[config.mk]
export PLATFORM = sky130hd
export DESIGN_NAME = dmem_arbiter
export DESIGN_NICKNAME = d
export VERILOG_FILES = /design/src/rtl/dmem_pkg.sv /design/src/rtl/rr_arb2.sv /design/src/rtl/dmem_arbiter.sv
export SDC_FILE = /design/constraint.sdc
export NUM_CORES = 1
export LEC_CHECK = 0
export BUFFER_PORTS_ARGS = -buffer_cell sky130_fd_sc_hd__buf_2
export CAP_MARGIN = 0
export CORE_AREA = 2 2 121 123
export DETAILED_ROUTE_END_ITERATION = 8
export DIE_AREA = 0 0 123 125
export SYNTH_ARGS = -nofsm -noshare
export SYNTH_HDL_FRONTEND = slang
export SYNTH_SLANG_ARGS = --single-unit
[constraint.sdc]
create_clock -name clk -period 2.7 [get_ports clk]
set_input_delay 0.675 -clock clk [delete_from_list [all_inputs] [get_ports clk]]
set_output_delay 0.675 -clock clk [all_outputs]
set_load 0.03 [all_outputs]
[src/rtl/dmem_pkg.sv]
// Shared definitions for the two-port data-memory arbiter.
//   mem_op_e     : memory op codes as driven on m<i>_op / mem_write_en
//   lock_state_e : ownership FSM states (IDLE, OWN0, OWN1)
//   MEM_SIZE     : first byte address outside the data memory
//   is_store()   : true for SB/SH/SW
package dmem_pkg;

  typedef enum logic [2:0] {
    MEM_LB  = 3'b000,
    MEM_LH  = 3'b001,
    MEM_LW  = 3'b010,
    MEM_LBU = 3'b011,
    MEM_LHU = 3'b100,
    MEM_SB  = 3'b101,
    MEM_SH  = 3'b110,
    MEM_SW  = 3'b111
  } mem_op_e;

  typedef enum logic [1:0] {
    IDLE = 2'd0,
    OWN0 = 2'd1,
    OWN1 = 2'd2
  } lock_state_e;

  // Held at 64 bits so the range check works for any address width up to 64.
  localparam logic [63:0] MEM_SIZE = 64'h0000_0000_0002_0000;

  function automatic logic is_store(input mem_op_e op);
    return (op == MEM_SB) || (op == MEM_SH) || (op == MEM_SW);
  endfunction

endpackage

[src/rtl/rr_arb2.sv]
// Two-way round-robin arbiter with a last-grant register.
//   clk, rst_n : clock and asynchronous active-low reset
//   req_i[1:0] : requests (already masked by any lock blocking)
//   gnt_o[1:0] : one-hot (or zero) combinational grant
// On contention the port that was not granted most recently wins. The
// last-grant register resets to port 1 so port 0 wins the first contention.
module rr_arb2 (
  input  logic       clk,
  input  logic       rst_n,
  input  logic [1:0] req_i,
  output logic [1:0] gnt_o
);

  logic last_q;
  logic last_d;

  // last_q == 1 means port 1 was granted last, so port 0 has priority.
  assign gnt_o[0] = req_i[0] & (~req_i[1] | last_q);
  assign gnt_o[1] = req_i[1] & (~req_i[0] | ~last_q);

  always_comb begin
    last_d = last_q;
    if (gnt_o[0]) begin
      last_d = 1'b0;
    end else if (gnt_o[1]) begin
      last_d = 1'b1;
    end
  end

  always_ff @(posedge clk or negedge rst_n) begin
    if (!rst_n) begin
      last_q <= 1'b1;
    end else begin
      last_q <= last_d;
    end
  end

endmodule

[src/rtl/dmem_arbiter.sv]
// Two-port data-memory arbiter with bus locking and access checking.
//   clk, rst_n                : clock, asynchronous active-low reset
//   m<i>_req/op/addr/wdata/lock : requester i transaction inputs
//   m<i>_gnt                  : combinational accept for requester i
//   m<i>_rvalid/rdata/err     : registered response, one cycle after grant
//   mem_address/data_in/write_en, mem_data_out : data-memory port
// A locked transaction gives its port exclusive ownership until it issues an
// unlocked transaction or LOCK_MAX cycles pass without it being accepted.
module dmem_arbiter
  import dmem_pkg::*;
#(
  parameter int ADDRESS_WIDTH = 32,
  parameter int DATA_WIDTH    = 32,
  parameter int LOCK_MAX      = 16
) (
  input  logic                     clk,
  input  logic                     rst_n,
  input  logic                     m0_req,
  input  logic [2:0]               m0_op,
  input  logic [ADDRESS_WIDTH-1:0] m0_addr,
  input  logic [DATA_WIDTH-1:0]    m0_wdata,
  input  logic                     m0_lock,
  output logic                     m0_gnt,
  output logic                     m0_rvalid,
  output logic [DATA_WIDTH-1:0]    m0_rdata,
  output logic                     m0_err,
  input  logic                     m1_req,
  input  logic [2:0]               m1_op,
  input  logic [ADDRESS_WIDTH-1:0] m1_addr,
  input  logic [DATA_WIDTH-1:0]    m1_wdata,
  input  logic                     m1_lock,
  output logic                     m1_gnt,
  output logic                     m1_rvalid,
  output logic [DATA_WIDTH-1:0]    m1_rdata,
  output logic                     m1_err,
  output logic [ADDRESS_WIDTH-1:0] mem_address,
  output logic [DATA_WIDTH-1:0]    mem_data_in,
  output logic [2:0]               mem_write_en,
  input  logic [DATA_WIDTH-1:0]    mem_data_out
);

  localparam int CNT_W = $clog2(LOCK_MAX + 1);

  lock_state_e state_q, state_d;
  logic [CNT_W-1:0] cnt_q, cnt_d;

  logic [1:0] req_w;
  logic [1:0] block_w;
  logic [1:0] gnt_w;
  logic       any_gnt;

  mem_op_e                  sel_op;
  logic [ADDRESS_WIDTH-1:0] sel_addr;
  logic [DATA_WIDTH-1:0]    sel_wdata;
  logic                     misaligned;
  logic                     out_of_range;
  logic                     txn_err;
  logic [DATA_WIDTH-1:0]    resp_data;

  // The owner's partner is masked before arbitration, so the owner is never
  // starved by a round-robin pick that would land on a blocked port.
  assign req_w      = {m1_req, m0_req};
  assign block_w[0] = (state_q == OWN1);
  assign block_w[1] = (state_q == OWN0);

  rr_arb2 u_rr_arb2 (
    .clk   (clk),
    .rst_n (rst_n),
    .req_i (req_w & ~block_w),
    .gnt_o (gnt_w)
  );

  assign m0_gnt  = gnt_w[0];
  assign m1_gnt  = gnt_w[1];
  assign any_gnt = |gnt_w;

  assign sel_op    = mem_op_e'(gnt_w[1] ? m1_op : m0_op);
  assign sel_addr  = gnt_w[1] ? m1_addr : m0_addr;
  assign sel_wdata = gnt_w[1] ? m1_wdata : m0_wdata;

  always_comb begin
    misaligned = 1'b0;
    case (sel_op)
      MEM_LH, MEM_LHU, MEM_SH: misaligned = sel_addr[0];
      MEM_LW, MEM_SW:          misaligned = |sel_addr[1:0];
      default:                 misaligned = 1'b0;
    endcase
  end

  assign out_of_range = (64'(sel_addr) >= MEM_SIZE);
  assign txn_err      = misaligned | out_of_range;

  // Error transactions still reach the memory port, but as a harmless load.
  assign mem_address  = any_gnt ? sel_addr : '0;
  assign mem_data_in  = any_gnt ? sel_wdata : '0;
  assign mem_write_en = (any_gnt && !txn_err) ? sel_op : 3'b000;

  assign resp_data = (txn_err || is_store(sel_op)) ? '0 : mem_data_out;

  // Ownership FSM and idle-cycle counter for the current lock holder.
  always_comb begin
    state_d = state_q;
    cnt_d   = cnt_q;
    case (state_q)
      IDLE: begin
        cnt_d = '0;
        if (gnt_w[0] && m0_lock) begin
          state_d = OWN0;
        end else if (gnt_w[1] && m1_lock) begin
          state_d = OWN1;
        end
      end
      OWN0, OWN1: begin
        if ((state_q == OWN0) ? gnt_w[0] : gnt_w[1]) begin
          cnt_d = '0;
          if (!((state_q == OWN0) ? m0_lock : m1_lock)) begin
            state_d = IDLE;
          end
        end else if (cnt_q == CNT_W'(LOCK_MAX - 1)) begin
          // This idle cycle is the LOCK_MAX-th: drop ownership silently.
          state_d = IDLE;
          cnt_d   = '0;
        end else begin
          cnt_d = cnt_q + 1'b1;
        end
      end
      default: begin
        state_d = IDLE;
        cnt_d   = '0;
      end
    endcase
  end

  always_ff @(posedge clk or negedge rst_n) begin
    if (!rst_n) begin
      state_q <= IDLE;
      cnt_q   <= '0;
    end else begin
      state_q <= state_d;
      cnt_q   <= cnt_d;
    end
  end

  // Per-port response registers: rvalid/err pulse, rdata holds between pulses.
  for (genvar gi = 0; gi < 2; gi++) begin : g_resp
    logic                  rvalid_q;
    logic                  err_q;
    logic [DATA_WIDTH-1:0] rdata_q;

    always_ff @(posedge clk or negedge rst_n) begin
      if (!rst_n) begin
        rvalid_q <= 1'b0;
        err_q    <= 1'b0;
        rdata_q  <= '0;
      end else begin
        rvalid_q <= gnt_w[gi];
        err_q    <= gnt_w[gi] & txn_err;
        if (gnt_w[gi]) begin
          rdata_q <= resp_data;
        end
      end
    end
  end

  assign m0_rvalid = g_resp[0].rvalid_q;
  assign m0_err    = g_resp[0].err_q;
  assign m0_rdata  = g_resp[0].rdata_q;
  assign m1_rvalid = g_resp[1].rvalid_q;
  assign m1_err    = g_resp[1].err_q;
  assign m1_rdata  = g_resp[1].rdata_q;

endmodule

==> results by group, run 1 <==
Cells and area
  • Leading cell types in the layout, fill and taps excluded: 245 x buf_2, 195 x nand2_1, 75 x dfrtp_1
  • Net count of the finished layout: 1013
  • Number of diodes added for antenna fixing: 0
  • Post-layout util: 49.3%
  • Area added between synthesis and finish: 67.0%
  • Most common cell after layout, fill and taps aside: buf_2
  • Fraction of layout cells with a size suffix above 1: 49.6%
  • Non-filler cells, final: 1026
  • Post-route cell area: 7010 um2

STA
  • Post-route minimum period: 2760 ps
  • Total count of hold-check failures in the final report: 0
  • Fin Setup TNS: -144 ps
  • Clock Skews: 14.4 ps
  • Setup violations, final: 6
  • RSZ-0062 raised after global routing: true
  • Timing-limited maximum frequency: 362 MHz
  • Worst slack on hold paths: 291 ps
  • Relative slew slack: 68.9%
  • Share of the clock period used by the worst path: 102%
  • Final Max Slew Viols: 0
  • Slew of the pin with the lowest slew margin: 466 ps
  • Worst-case setup margin in the final layout: -60.8 ps

Routing
  • Number of iterations in the first detailed-routing pass: 4
  • DRC marker count from the first detailed-route iteration: 214
  • Wire per inst: 16.6 um
  • Aggregate routed wire length: 17.0 mm
  • Average via count per standard cell: 4.86
  • Residual DRC: 0
  • Detailed-route via count: 4982
  • Residual antenna-violating net count after detailed routing: 0

Logic synthesis
  • Netlist cell types: 45
  • Syn Nets: 695
  • Warning count from the yosys run: 0
  • Main flop type after synthesis: dfrtp_1
  • Number of storage elements in the synthesis netlist: 76
  • Post-synth EDFFs: 0
  • Post-Synthesis Mean Instance Area: 8.09 um2
  • Number of instances in the synthesized netlist: 519
  • Portion of the post-synthesis area used by sequential elements: 45.3%
  • Total standard cell area after synthesis: 4200 um2
  • Share of async-settable or async-resettable flops after synthesis: 100%

GRT
  • Remaining Overflow, GRT: 0
  • Overall fraction of global-route tracks in use: 20.8%
  • First-pass GRT wire length: 25.1 mm
  • Initial antenna violation count: 0
  • Via count of the first global-routing pass: 4693
  • Pin count of the biggest net entering global routing: 48

Die
  • Overall die width: 123 um
  • Core area: 14200 um2
  • FP Rows: 44
  • Overall die area: 15400 um2
  • Count of pins on the block boundary: 309
  • Initial core utilization: 29.5%
  • Die Ht: 125 um

Clocking
  • Number of sinks on the clock net: 76
  • CTS tree: yes
  • Maximum clock insertion buffer count: 2
  • Register clock-pin slew on the reported worst setup and hold paths: 60 ps
  • Clock Latency Late Sink: 330 ps
  • H-tree levels: 3
  • Master cell of the clock root buffer: clkbuf_16
  • Num CTS Buffers: 9
  • Cts hold-fix bufs: 0

Setup path
  • WS Path Type: in2out
  • Critical Path Start Type: input pin
  • Critical path data arrival time: 2090 ps
  • Req. time, crit path: 2030 ps
  • Type of destination of the critical path: primary output
  • Max Fanout on Critical Path: 3

Placement
  • Placed instance area: 6070 um2
  • Half-perimeter wire length of the detailed placement result: 12.0 mm
  • Placement Setup Slack: -271 ps
  • DP Cell Count: 994
  • Placer congestion estimate: 0.894
  • IO buf count: 308

Power and ir drop
  • Max VDD drop: 0.408 mV
  • Standby leakage power: 3.88 nW
  • Final total power: 5.50 mW
  • Power density of the placed cells: 786 nW/um2

Status
  • Violations in the final reports: setup timing
  • Outcome: finished with violations

Hold path
  • Worst hold path type: in2async

Job
  • Maximum capacitance violations: 0
==> final timing paths <==
path	cells past startpoint	endpoint	start	slack, ps
setup / recovery	7	mem_write_en[1]	m0_addr[27]	-60
hold / removal	1	m1_rdata[27]	rst_n	290
setup reg to reg	10	m0_rdata[0]	state_q[1]	520
hold reg to reg	1	cnt_q[0]	cnt_q[0]	450
max in group asynchronous	2	u_rr_arb2.last_q	rst_n	1750
min in group clk	1	cnt_q[0]	cnt_q[0]	450
==> worst max-delay path, cell delays in order <==
cell and delay (ps):
buf_2 100, nor4_1 360, and4_2 370, nand2_4 60, a21o_4 220, nor3_2 120, buf_4 180
==> Yosys cell counts, types with 2 or more instances <==
cell,count,area share (%)
mux2i_1,3,0.72
a21o_1,2,0.36
buf_1,4,0.36
buf_6,6,1.6
nor3_1,4,0.48
clkbuf_1,24,2.1
a22o_1,32,6.7
o21ai_1,15,1.8
nand2_1,199,18
and3_1,2,0.30
and2_1,2,0.30
xor2_1,4,0.83
o21ai_2,16,3.3
o211ai_1,2,0.36
nand3_1,49,5.8
o21ai_0,4,0.48
dfrtp_1,75,45
and4_1,2,0.42
nand2b_1,3,0.45
ha_1,4,1.2
nor4_1,6,0.89
buf_2,4,0.48
a21oi_1,28,3.3
nor2_1,5,0.45
inv_1,4,0.36
==> layout make-up <==
cell class | count | area, um2
fillers | 1405 | 7200
repair inverters | 1 | 6.26
inverters | 6 | 30.0
flip-flops and latches | 76 | 1900
multi-input cells | 398 | 2240
repair buffers | 345 | 2290
clock buffers | 10 | 239
well taps | 184 | 230
clock inverters | 6 | 70.1
==> sequential cells by signal, summed over array words and instances, names as in the netlist <==
register	flops
m1_rdata	32
m0_err	1
cnt_q	5
u_rr_arb2.last_q	1
m1_rvalid	1
m1_err	1
m0_rdata	32
state_q	2
m0_rvalid	1
==> kinds of logic after synthesis <==
| group | after synthesis | share of synthesized area [%] |
|---|---|---|
| buf+inv | 45 | 5.31 |
| mux | 3 | 0.716 |
| compound gates | 107 | 17.9 |
| fa+ha+maj | 4 | 1.19 |
| flops | 76 | 45.3 |
| simple gates | 280 | 28.7 |
| xor+xnor | 4 | 0.835 |
==> power by group <==
group          switching (mW)  internal, mW
combinational            1.86          1.17
sequential             0.0337          1.19
clock                   0.494         0.750
total                    2.39          3.12
==> timing repair <==
action,4_1_cts,5_1_grt
setup buffers,7,4
pin swaps,7,3
resized for setup,48,97
endpoints found under the setup margin,68,66
gates cloned,3,2
==> layer usage <==
metal | vias to the layer above | global-route usage [%] | wire length (um) | part of all wire [%]
met5 | - | 0 | 0 | 0
met3 | 26 | 5.20 | 1430 | 8.4
met1 | 2339 | 27.9 | 7100 | 42
li1 | 2408 | - | - | -
met4 | 0 | 5.08 | 284 | 1.7
met2 | 209 | 33.4 | 8180 | 48
Note: power is estimated with default switching activity, not from simulation.
==> run 2, diff against run 1 <==
--- a/config.mk
+++ b/config.mk
@@ -10,6 +10,7 @@
 export CORE_AREA = 2 2 121 123
 export DETAILED_ROUTE_END_ITERATION = 8
 export DIE_AREA = 0 0 123 125
+export RECOVER_POWER = 50
 export SYNTH_ARGS = -nofsm -noshare
 export SYNTH_HDL_FRONTEND = slang
 export SYNTH_SLANG_ARGS = --single-unit
==> results by group, run 2 (synthesis gave the netlist of run 1 again) <==
Die
  • FP Rows: 44
  • Core area: 14200 um2
  • Overall die width: 123 um
  • Overall die area: 15400 um2
  • Initial core utilization: 29.5%
  • Die Ht: 125 um
  • Count of pins on the block boundary: 309

Clocking
  • Number of sinks on the clock net: 76
  • Register clock-pin slew on the reported worst setup and hold paths: 50 ps
  • CTS tree: yes
  • Master cell of the clock root buffer: clkbuf_16
  • Maximum clock insertion buffer count: 2
  • H-tree levels: 3
  • Num CTS Buffers: 9
  • Clock Latency Late Sink: 330 ps

STA
  • Timing-limited maximum frequency: 360 MHz
  • Final Max Slew Viols: 35
  • Clock Skews: 15.8 ps
  • Share of the clock period used by the worst path: 103%
  • Setup violations, final: 6
  • Post-route minimum period: 2780 ps
  • Total count of hold-check failures in the final report: 0
  • Slew of the pin with the lowest slew margin: 1940 ps
  • RSZ-0062 raised after global routing: true
  • Worst slack on hold paths: 454 ps
  • Relative slew slack: -29.0%
  • Worst-case setup margin in the final layout: -75.4 ps

GRT
  • First-pass GRT wire length: 25.1 mm
  • Remaining Overflow, GRT: 0
  • Pin count of the biggest net entering global routing: 48
  • Via count of the first global-routing pass: 4693
  • Overall fraction of global-route tracks in use: 20.8%
  • Initial antenna violation count: 0

Routing
  • Average via count per standard cell: 4.85
  • Number of iterations in the first detailed-routing pass: 5
  • Detailed-route via count: 4977
  • DRC marker count from the first detailed-route iteration: 221
  • Aggregate routed wire length: 17.0 mm
  • Residual DRC: 0
  • Residual antenna-violating net count after detailed routing: 0
  • Wire per inst: 16.6 um

Power and ir drop
  • Standby leakage power: 3.88 nW
  • Psw: 2.39 mW
  • Part of the total power dissipated in combinational logic: 55.1%
  • Max VDD drop: 0.408 mV
  • Final total power: 5.50 mW
  • Clk network pwr share: 22.6%
  • Register share of total power: 22.3%
  • P_int: 3.12 mW
  • Fraction of power spent switching nets: 43.4%
  • Power density of the placed cells: 786 nW/um2

Setup path
  • Req. time, crit path: 2030 ps
  • Slowest CP cell: nor4_1
  • Cell Chain, Critical Path: buf_2 > nor4_1 > and4_2 > nand2_4 > a21o_4 > nor3_2 > buf_4
  • Delay-heaviest family, CP: simple AND/OR/NAND/NOR gates
  • R2R Setup Slk: 520 ps
  • Longest individual stage delay on the worst path: 370 ps
  • Critical path data arrival time: 2100 ps
  • Type of destination of the critical path: primary output
  • Bufs and invs on worst path: 2
  • Critical Path Start Type: input pin
  • Max Fanout on Critical Path: 3
  • WS Path Type: in2out

Cells and area
  • Leading cell types in the layout, fill and taps excluded: 245 x buf_2, 195 x nand2_1, 75 x dfrtp_1
  • Area occupied by multi-input gates: 2240 um2
  • Number of filler cells placed in the layout: 1407
  • Area added between synthesis and finish: 66.9%
  • Net count of the finished layout: 1013
  • Most common cell after layout, fill and taps aside: buf_2
  • Number of diodes added for antenna fixing: 0
  • Post-layout util: 49.3%
  • Sequential Area: 1900 um2
  • Fraction of layout cells with a size suffix above 1: 49.5%

Hold path
  • Worst hold path type: reg2reg

Job
  • Maximum capacitance violations: 1

Status
  • Violations in the final reports: capacitance limit, slew limit, setup timing
  • Outcome: finished with violations

Placement
  • IO buf count: 308
  • Placer congestion estimate: 0.894
  • Half-perimeter wire length of the detailed placement result: 12.0 mm
## run 2: cell type report
class	count	share of cell area, %
Timing Repair Buffer	345	32.7
Timing Repair inverter	1	0.0893
Sequential cell	76	27.2
Tap cell	184	3.29
Clock inverter	6	1.00
Multi-Input combinational cell	398	31.9
Inverter	6	0.429
Clock buffer	10	3.41
## run 2: stage by stage
step / setup slack [ps] / TNS [ps] / instances / area (um2)
floorplan: -50.0 / -100 / 519 / 4240
global placement: -198 / -528 / 994 / 6070
detailed placement: -271 / -698 / 994 / 6070
CTS: -20.4 / -375 / 1020 / 6670
global route: -133 / -3910 / 1026 / 7000
finish: -75.4 / -176 / 1026 / 7000
## run 2: metal layers
metal	wire length [um]	part of all wire, %	track usage, %	vias up
li1	-	-	-	2404
met1	7030	41	27.9	2325
met2	8220	48	33.4	225
met3	1460	8.6	5.20	23
met4	282	1.7	5.08	0
met5	0	0	0	-
## run 2: power by group through the flow
stage / Sequential [mW] / Clock [mW] / Combinational (mW)
after floorplan: 1.27 / 0 / 1.55
after CTS: 1.23 / 1.28 / 2.72
final: 1.23 / 1.24 / 3.03
after global placement: 1.24 / 0 / 2.44
after global routing: 1.23 / 1.34 / 3.25
after detailed placement: 1.24 / 0 / 2.45
## run 2: worst register-to-register path: cells and delay by family (launching register included)
kind            cells  cell delay [ps]
buf+inv             4              550
flops               1              430
fa+ha+maj           1              180
compound gates      3              510
simple gates        2              410
## run 2: what timing repair did
item                       CTS  global route
buffers inserted             7             4
gates cloned                 3             2
hold buffers                 0             0
setup endpoints to repair   68            66
pin swaps                    7             3
resized for setup           48            97
## run 2: worst paths after layout
check                                   to         from  cells past startpoint
max in group asynchronous         cnt_q[3]        rst_n                      1
min reg2reg                       cnt_q[0]     cnt_q[0]                      1
max reg2reg                    m0_rdata[0]   state_q[1]                     10
max                        mem_write_en[1]  m0_addr[27]                      7
min in group asynchronous     m1_rdata[27]        rst_n                      1
min                               cnt_q[0]     cnt_q[0]                      1
==> run 3, diff against run 2 <==
--- a/config.mk
+++ b/config.mk
@@ -5,11 +5,12 @@
 export SDC_FILE = /design/constraint.sdc
 export NUM_CORES = 1
 export LEC_CHECK = 0
-export BUFFER_PORTS_ARGS = -buffer_cell sky130_fd_sc_hd__buf_2
+export BUFFER_PORTS_ARGS = -buffer_cell sky130_fd_sc_hd__buf_4
 export CAP_MARGIN = 0
 export CORE_AREA = 2 2 121 123
 export DETAILED_ROUTE_END_ITERATION = 8
 export DIE_AREA = 0 0 123 125
+export GPL_ROUTABILITY_DRIVEN = 0
 export RECOVER_POWER = 50
 export SYNTH_ARGS = -nofsm -noshare
 export SYNTH_HDL_FRONTEND = slang
==> results by group, run 3 (synthesis gave the netlist of run 1 again) <==
GRT
  • Overall fraction of global-route tracks in use: 22.5%
  • Pin count of the biggest net entering global routing: 41
  • Remaining Overflow, GRT: 0
  • Via count of the first global-routing pass: 5007
  • First-pass GRT wire length: 27.2 mm
  • Initial antenna violation count: 0

STA
  • Share of the clock period used by the worst path: 102%
  • RSZ-0062 raised after global routing: true
  • Timing-limited maximum frequency: 363 MHz
  • Clock Skews: 6.50 ps
  • Relative slew slack: 34.4%
  • Final Max Slew Viols: 0
  • Setup violations, final: 8
  • Worst-case setup margin in the final layout: -52.2 ps
  • Total count of hold-check failures in the final report: 0
  • Slew of the pin with the lowest slew margin: 984 ps
  • Post-route minimum period: 2750 ps

Power and ir drop
  • Psw: 2.52 mW
  • Max VDD drop: 0.379 mV
  • Standby leakage power: 4.06 nW
  • Part of the total power dissipated in combinational logic: 56.5%
  • P_int: 3.39 mW
  • Fraction of power spent switching nets: 42.7%
  • Clk network pwr share: 22.7%
  • Power density of the placed cells: 753 nW/um2
  • Register share of total power: 20.8%

Clocking
  • CTS tree: yes
  • Clock Latency Late Sink: 330 ps
  • H-tree levels: 3
  • Maximum clock insertion buffer count: 2
  • Cts hold-fix bufs: 0
  • Num CTS Buffers: 9
  • Master cell of the clock root buffer: clkbuf_16
  • Number of sinks on the clock net: 76
  • Register clock-pin slew on the reported worst setup and hold paths: 60 ps

Setup path
  • Critical Path Start Type: flop
  • Critical path data arrival time: 2080 ps
  • WS Path Type: reg2out
  • Max Fanout on Critical Path: 7
  • Critical register-to-register path endpoint: m0_rdata[10]
  • Req. time, crit path: 2030 ps
  • Reg2reg start: state_q[0]
  • Worst reg2reg path depth: 12
  • R2R Setup Slk: 460 ps
  • Type of destination of the critical path: primary output

Placement
  • IO buf count: 308
  • Half-perimeter wire length of the detailed placement result: 13.2 mm
  • DP Cell Count: 992
  • Placed instance area: 6830 um2

Routing
  • Residual antenna-violating net count after detailed routing: 0
  • Highest metal layer with signal wires: met4
  • Number of iterations in the first detailed-routing pass: 4
  • Average via count per standard cell: 4.97
  • Detailed route wirelength on metal3: 1.63 mm
  • Met2 WL: 9.08 mm
  • Residual DRC: 0
  • Aggregate routed wire length: 18.7 mm
  • Detailed-route via count: 5103
  • Wire length on met1: 7.55 mm
  • Wire per inst: 18.2 um
  • DRC marker count from the first detailed-route iteration: 244

Die
  • Overall die width: 123 um
  • Die Ht: 125 um
  • Overall die area: 15400 um2
  • Count of pins on the block boundary: 309
  • Initial core utilization: 29.5%
  • Core area: 14200 um2
  • FP Rows: 44

Hold path
  • Worst hold path type: reg2reg
  • Hold Path Depth: 1
  • Endpoint with the worst hold slack: cnt_q[0]
  • Startpoint of the lowest-slack hold path: cnt_q[0]

Status
  • Violations in the final reports: setup timing
  • Outcome: finished with violations

Cells and area
  • Non-filler cells, final: 1027
  • Net count of the finished layout: 1014
  • Number of diodes added for antenna fixing: 0
  • Leading cell types in the layout, fill and taps excluded: 293 x buf_4, 186 x nand2_1, 74 x dfrtp_1
  • Post-layout util: 55.2%
  • Post-route cell area: 7840 um2
  • Area added between synthesis and finish: 86.9%
  • Number of filler cells placed in the layout: 1304
  • Area occupied by multi-input gates: 2390 um2
  • Fraction of layout cells with a size suffix above 1: 52.6%
  • Most common cell after layout, fill and taps aside: buf_4
  • Sequential Area: 1900 um2

Job
  • Maximum capacitance violations: 0
## run 3: changes by cell type in the layout (fill, tap and decap cells not counted), sizes merged
| cell | change |
|---|---|
| clkinv | -3 |
| bufinv | +1 |
| clkinvlp | +2 |
| clkbuf | -20 |
| inv | -1 |
| bufbuf | -1 |
| buf | +23 |
## run 3: repair_timing
| item | 4_1_cts | 5_1_grt |
|---|---|---|
| pin swaps | 8 | 25 |
| buffers inserted | 9 | 4 |
| gates resized for setup | 30 | 74 |
| gates cloned | 3 | 4 |
| setup endpoints to repair | 67 | 65 |
## run 3: layout make-up
| type | count | share of cell area (%) |
|---|---|---|
| timing repair buffer | 347 | 37.7 |
| tap | 184 | 2.94 |
| sequential | 76 | 24.3 |
| clock buffer | 10 | 3.05 |
| clock inverter | 6 | 1.21 |
| multi-input combinational | 398 | 30.5 |
| inverter | 6 | 0.383 |
## run 3: layer usage
layer  vias up  track usage, %
li1       2400               -
met1      2436            30.0
met2       233            36.0
met3        34            5.70
met4         0            6.55
met5         -               0
## run 3: worst max-delay path by stage
| stage | startpoint | endpoint | slack (ps) | cells past startpoint |
|---|---|---|---|---|
| final | state_q[0] | mem_write_en[0] | -50 | 9 |
| after global routing | state_q[1] | mem_write_en[0] | -150 | 8 |
| after CTS | state_q[0] | mem_write_en[1] | -30 | 9 |
| after detailed placement | m1_addr[27] | mem_write_en[1] | -170 | 8 |
| after global placement | m1_addr[27] | mem_write_en[1] | -230 | 8 |
| after floorplan | m0_addr[21] | mem_write_en[0] | -50 | 5 |
## run 3: critical path, stage by stage, from the launching register on
cell and delay (ps):
dfrtp_1 400, buf_6 130, ha_4 160, nor2b_4 140
nand2_4 130, inv_8 140, nor4_4 50, a21o_1 230
nor3_2 190, buf_4 180
## run 3: stage by stage
step | total power [mW] | setup TNS (ps) | setup WS, ps | hold slack, ps
detailed placement | 3.94 | -471 | -171 | 467
CTS | 5.59 | -158 | -26.8 | 322
global placement | 3.91 | -641 | -233 | 443
global route | 6.21 | -4510 | -147 | 500
finish | 5.91 | -175 | -52.2 | 470
floorplan | 2.82 | -100 | -50.0 | 379
## run 3: power groups by stage
| stage | clock, mW | combinational, mW | sequential, mW |
|---|---|---|---|
| 4_1_cts | 1.38 | 2.98 | 1.23 |
| 2_1_floorplan | 0 | 1.55 | 1.27 |
| 3_3_place_gp | 0 | 2.66 | 1.24 |
| 6_report | 1.34 | 3.34 | 1.23 |
| 5_1_grt | 1.43 | 3.55 | 1.24 |
| 3_5_place_dp | 0 | 2.70 | 1.24 |
